--- src/rtl/pulse_meter.sv ---
// Synchronizes an asynchronous level into clk and measures each high pulse width in clk cycles.
// Optional timeout feature: define PULSE_METER_TIMEOUT_EN (adds timeout/timed_out ports).
module pulse_meter #(
    parameter int CNT_W       = 32,
    parameter int SYNC_STAGES = 3
) (
    input  logic             clk,
    input  logic             reset,
    input  logic             pulse_in,
`ifdef PULSE_METER_TIMEOUT_EN
    input  logic [15:0]      timeout,
    output logic             timed_out,
`endif
    output logic [CNT_W-1:0] width,
    output logic             overflow,
    output logic             width_valid,
    input  logic             width_ready,
    output logic [7:0]       missed,
    output logic             busy
);

    typedef enum logic [1:0] {IDLE, MEASURE, REPORT, WAIT_LOW} state_t;

    localparam logic [CNT_W-1:0] CNT_MAX = '1;
    localparam int CW = (CNT_W > 16) ? CNT_W : 16;

    state_t                 state;
    logic [SYNC_STAGES-1:0] sync;
    logic                   p;
    logic                   s;
    logic                   rise;
    logic [CNT_W-1:0]       cnt;
    logic                   ovf;
    logic                   timeout_hit;

    assign s    = sync[SYNC_STAGES-1];
    assign rise = s & ~p;
    assign busy = (state != IDLE);

`ifdef PULSE_METER_TIMEOUT_EN
    // Compare at a common width so narrow counters still line up with the 16-bit limit.
    assign timeout_hit = (timeout != 16'd0) && (CW'(cnt) == CW'(timeout));
`else
    assign timeout_hit = 1'b0;
`endif

    always_ff @(posedge clk) begin
        if (reset) begin
            sync <= '0;
            p    <= 1'b0;
        end else begin
            sync <= {sync[SYNC_STAGES-2:0], pulse_in};
            p    <= s;
        end
    end

    always_ff @(posedge clk) begin
        if (reset) begin
            state       <= IDLE;
            cnt         <= '0;
            ovf         <= 1'b0;
            width       <= '0;
            overflow    <= 1'b0;
            width_valid <= 1'b0;
            missed      <= 8'd0;
`ifdef PULSE_METER_TIMEOUT_EN
            timed_out   <= 1'b0;
`endif
        end else begin
            case (state)
                IDLE: begin
                    if (rise) begin
                        state <= MEASURE;
                        cnt   <= {{(CNT_W-1){1'b0}}, 1'b1};
                        ovf   <= 1'b0;
                    end
                end
                MEASURE: begin
                    if (s && timeout_hit) begin
                        width       <= cnt;
                        overflow    <= ovf;
                        width_valid <= 1'b1;
`ifdef PULSE_METER_TIMEOUT_EN
                        timed_out   <= 1'b1;
`endif
                        state       <= REPORT;
                    end else if (s) begin
                        if (cnt == CNT_MAX) ovf <= 1'b1;
                        else                cnt <= cnt + 1'b1;
                    end else begin
                        // s only drops here on a fall; a fall that coincides with the
                        // timeout count still takes this normal path.
                        width       <= cnt;
                        overflow    <= ovf;
                        width_valid <= 1'b1;
`ifdef PULSE_METER_TIMEOUT_EN
                        timed_out   <= 1'b0;
`endif
                        state       <= REPORT;
                    end
                end
                REPORT: begin
                    if (rise && missed != 8'hFF) missed <= missed + 8'd1;
                    if (width_ready) begin
                        width_valid <= 1'b0;
                        state       <= s ? WAIT_LOW : IDLE;
                    end
                end
                WAIT_LOW: begin
                    if (!s) state <= IDLE;
                end
                default: state <= IDLE;
            endcase
        end
    end

endmodule
--- config.mk ---
export PLATFORM = sky130hd
export DESIGN_NAME = pulse_meter
export DESIGN_NICKNAME = d
export VERILOG_FILES = /design/src/rtl/pulse_meter.sv
export SDC_FILE = /design/constraint.sdc
export NUM_CORES = 1
export LEC_CHECK = 0
export CORE_MARGIN = 3
export CORE_UTILIZATION = 58
export DETAILED_ROUTE_END_ITERATION = 8
export GPL_ROUTABILITY_DRIVEN = 0
export HOLD_SLACK_MARGIN = 0.08
export PLACE_DENSITY = 0.86
export SLEW_MARGIN = 20
export SYNTH_ARGS = -nofsm -noshare
export SYNTH_HDL_FRONTEND = slang
export SYNTH_SLANG_ARGS = --single-unit
--- constraint.sdc ---
create_clock -name clk -period 4.38 [get_ports clk]
set_input_delay 1.314 -clock clk [delete_from_list [all_inputs] [get_ports clk]]
set_output_delay 1.314 -clock clk [all_outputs]
set_load 0.01 [all_outputs]
; ---- Word-level counts from Yosys, hierarchy flattened
; Index checks and enable logic that the tools add are counted.
[totals]
regBits = 81
output_inout_bits = 43
word_cells = 54
[classes]
n_addsub = 2
eq_ne = 12
muxes = 17
n_bitwise = 3
reduce_logical = 11
[ops]
columns = cell, n
row1 = two-way mux 32 bit, 3
row2 = one-hot mux 32 bit (2 select lines), 1
row3 = "adder 32 x 1 -> 32 bit, second input constant", 1
row4 = "== test 32 bit, second input constant", 1
row5 = "inequality test 2 bit, second input constant", 7
row6 = AND reduction 4 bit, 3
row7 = two-way mux 2 bit, 5
row8 = "adder 8 x 1 -> 8 bit, second input constant", 1
row9 = "inequality test 8 bit, second input constant", 1
row10 = one-hot mux 2 bit (4 select lines), 1
row11 = nonzero test 2 bit, 3
row12 = two-way mux 1 bit, 5
row13 = "== test 2 bit, second input constant", 2
row14 = one-hot mux 1 bit (2 select lines), 2
row15 = AND reduction 2 bit, 2
row16 = AND reduction 3 bit, 1
row17 = "== test 2 x 1 -> 1 bit, second input constant", 1
row18 = zero test 2 bit, 1
row19 = NOT 1 bit, 2
row20 = AND 1 bit, 1
row21 = logical AND 1 bit, 1

; ---- Logic depth before layout (Yosys ltp)
[depth]
depth_word = 4
ltp_mapped = 9
depth_no_buf = 7

; ---- Worst setup path after synthesis
; No wires, ideal clock.
[synth_path]
path_kind = input to register
start = in reset
end = reg width[12]
setup_ns = 0.132
t_arrival_ns = 2.226
t_required_ns = 4.248
setup_slack_ns = 2.022
stages = 4
cell_sequence = clkbuf_1 buf_1 buf_1 a21oi_1
[synth_rtl]
columns = item, line
row1 = start: declaration, 8  ; input logic reset,
row2 = end signal: assignment, 80  ; width <= cnt;
row3 = end signal: assignment, 93  ; width <= cnt;
row4 = end: declaration, 14  ; output logic [CNT_W-1:0] width,
; No word-level cell between the ends.

; ---- Worst setup path after layout
[layout_path]
start = reg state[0]
end = out busy
[layout_between]
elab_chain_len = 1
[layout_lines]
columns = item, line
row1 = start: declaration, 27  ; state_t state;
row2 = start signal: assignment, 106  ; state <= s ? WAIT_LOW : IDLE;
row3 = nonzero test 2 bit, 38  ; assign busy = (state != IDLE);
row4 = end: declaration, 19  ; output logic busy
; Every way passes these cells.

==> results.sh <==
export IMPL_ys_types=50
export IMPL_hpwlAfterDp_mm=5.39
export IMPL_crit_required_ns=3.07
export IMPL_antenna_left=0
export IMPL_syn_area_per_cell_um2=8.05
export IMPL_cts_made_buffers=9
export IMPL_vdd_ir_drop_max_v=0.000338
export IMPL_synth_top_area_frac=0.455
export IMPL_fp_dieW_um=84.4
export IMPL_cts_buffer_depth=2
export IMPL_crit_path_max_fanout=10
export IMPL_async_flop_share=0
export IMPL_grt_total_usage=0.239
export IMPL_p_per_area_nw_per_um2=345
export IMPL_post_synth_top_area_cell="dfxtp_1"
export IMPL_nets=480
export IMPL_worst_ep_arrival_time_ns=1.59
export IMPL_crit_slowest_cell="clkdlybuf4s50_1"
export IMPL_grt_pass1_vias=3030
export IMPL_synth_area_top_cells="dfxtp_1, nand2_1, a21oi_1"
export IMPL_clock_sinks=81
export IMPL_synth_cells=443
export IMPL_synth_top_family_by_area="simple AND/OR/NAND/NOR gates"
export IMPL_drt_iter0_markers=319
export IMPL_synthMuxAreaShare=0.00842
export IMPL_floorplan_initialDensity=0.624
export IMPL_synth_warnings=0
export IMPL_startpoint="state[0]$_SDFFE_PP0P_"
export IMPL_p_leak_uw=0.00143
export IMPL_ys_ff_latch=81
export IMPL_tightest_slew_ns=1.03
export IMPL_drv_cap=0
export IMPL_cts_resized=0
export IMPL_routed_via_density=6.00
export IMPL_synth_nets=449
export IMPL_grt_pass1_wl_mm=14.1
export IMPL_crit_reg2reg_launch="cnt[0]$_SDFFE_PP0P_"
export IMPL_cts_root_buf="clkbuf_8"
export IMPL_n_antenna_cell=0
export IMPL_critPathBufInv=1
export IMPL_area_delta_synth_final_pct=19.6
export IMPL_hold_viol=0
export IMPL_dr_pass1_iters=5
export IMPL_synth_xor_area_frac=0.0172
export IMPL_relSlewSlack=0.316
export IMPL_outcome="finished clean"
export IMPL_clk_latency_ns=0.36
export IMPL_synth_most_common_cell="nand2_1"
export IMPL_crit_family="buffers and inverters"
export IMPL_postCtsHoldBufs=0
export IMPL_tns_ns=0
export IMPL_tritoncts="built"
export IMPL_grt_max_degree=37
export IMPL_antenna_found_initial=0
export IMPL_nFillCells=434
export IMPL_post_cts_setup_buffers=0
export IMPL_hold_ws_ns=0.443
export IMPL_grt_setup_unrepaired="false"
export IMPL_drive_gt1_frac=0.0605
export IMPL_timing_fmax_mhz=344
export IMPL_slew_viol_final=0
export IMPL_yosysSeqAreaShare=0.455
export IMPL_vias=3305
export IMPL_path_clk_slew_ns=0.08
export IMPL_overflow=0
export IMPL_path_class="reg -> out"
export IMPL_setup_ws_ns=1.47
export IMPL_min_from="sync[1]$_SDFF_PP0_"
export IMPL_drc=0
export IMPL_core_um2=5710
export IMPL_synth_common_cells="nand2_1, dfxtp_1, a21oi_1"
export IMPL_layout_cells_non_filler=551
export IMPL_fp_dieArea_um2=7120
export IMPL_portBuffers=46
export IMPL_placedCellCount=535
export IMPL_yosys_area_share_adder=0.00702
export IMPL_finClkSkew_ns=0.00867
export IMPL_cpPeakStageDelay_ns=0.48
export IMPL_dieHeight_um=84.4
export IMPL_synth_flop_cell="dfxtp_1"
export IMPL_synth_edf_count=0
export IMPL_min_path_type="reg -> reg"
export IMPL_fin_crit_sh=0.664
export IMPL_startpoint_type="flip-flop"
export IMPL_synth_compound_area_frac=0.197
export IMPL_setup_viol=0
export IMPL_period_needed_ns=2.91
export IMPL_routed_wl_mm=8.22
export IMPL_end_kind="output port"
export IMPL_htree_levels=3
export IMPL_synthSimpleGateAreaFrac=0.271
export IMPL_wl_per_cell_um=14.9
export IMPL_synth_cell_area_um2=3560
export IMPL_place_ws_ns=1.30
export IMPL_cp_cell_sequence="or2_2 > clkdlybuf4s50_1"
export IMPL_pin_count=47
export IMPL_rows=27
[cells in the final DEF, fill, tap and decap left out, types with 4 or more instances in the layout]
| cell | count |
|---|---|
| and3_1 | 6 |
| nand2_1 | 90 |
| o21ai_1 | 4 |
| xnor2_1 | 4 |
| and2_1 | 4 |
| nand3_1 | 16 |
| o21ai_0 | 27 |
| nor2_1 | 31 |
| clkbuf_8 | 9 |
| a21oi_1 | 49 |
| a31oi_1 | 11 |
| dfxtp_1 | 81 |
| inv_1 | 10 |
| bufinv_16 | 4 |
| a311oi_1 | 8 |
| nand4_1 | 12 |
| and4_1 | 6 |
| clkdlybuf4s50_1 | 45 |
| nor2b_1 | 6 |
| nor3_1 | 9 |
[layer usage]
metal	track usage	routed length, um	part of all wire	vias up
li1	-	-	-	1628
met1	0.335	3850	0.47	1541
met2	0.366	3750	0.46	122
met3	0.0520	484	0.059	14
met4	0.0820	133	0.016	0
met5	0	0	0	-
[worst paths after layout]
path	end	slack, ns	cells past startpoint
worst min-delay path	sync[2]$_SDFF_PP0_	0.44	1
worst max register to register	cnt[23]$_SDFFE_PP0P_	1.60	7
worst min register to register	sync[2]$_SDFF_PP0_	0.44	1
worst max-delay path	busy	1.47	2
[metrics by stage]
stage	total power, uW	area [um^2]	utilization
final	1470	4260	0.747
after global routing	1510	4260	0.747
after CTS	1470	4260	0.746
after detailed placement	787	4000	0.701
after global placement	786	4000	0.700
after floorplan	779	3560	-
[power by group]
| part | switching, uW | leakage [uW] | internal (uW) |
|---|---|---|---|
| clock | 265 | 0.000130 | 434 |
| sequential | 2.24 | 0.000653 | 738 |
| combinational | 22.5 | 0.000644 | 7.94 |
| total | 290 | 0.00143 | 1180 |
[registers in the layout, indices dropped and copies added, names as in the netlist]
register and count:
width 32, sync 3, width_valid 1, p 1, ovf 1, overflow 1, cnt 32, missed 8
state 2
[worst reg2reg max path, cell delays in order, from the launching register on]
cell	delay (ns)
dfxtp_1	0.43
ha_1	0.31
nand3_1	0.21
nor3_4	0.39
nand4_1	0.17
a21oi_1	0.84
o21ai_0	0.24
o31ai_1	0.11
[cell families (layout without fill, tap and decap cells)]
kind of cell,after synthesis,count (layout)
muxes,3,3
and+or+nand+nor,196,196
adders and majority gates,2,2
xor gates and xnor gates,7,7
buffers and inverters,37,73
AOI/OAI and AO/OA,117,117
DFF,81,81
[cell type report]
cell class | count | area [um^2] | share of cell area
Multi-Input combinational cell | 325 | 1790 | 0.421
Clock buffer | 10 | 128 | 0.0299
Inverter | 10 | 37.5 | 0.00881
Sequential cell | 81 | 1620 | 0.380
Tap cell | 72 | 90.1 | 0.0211
Timing Repair Buffer | 47 | 463 | 0.109
Clock inverter | 6 | 130 | 0.0305
Note: power is estimated with default switching activity, not from simulation.
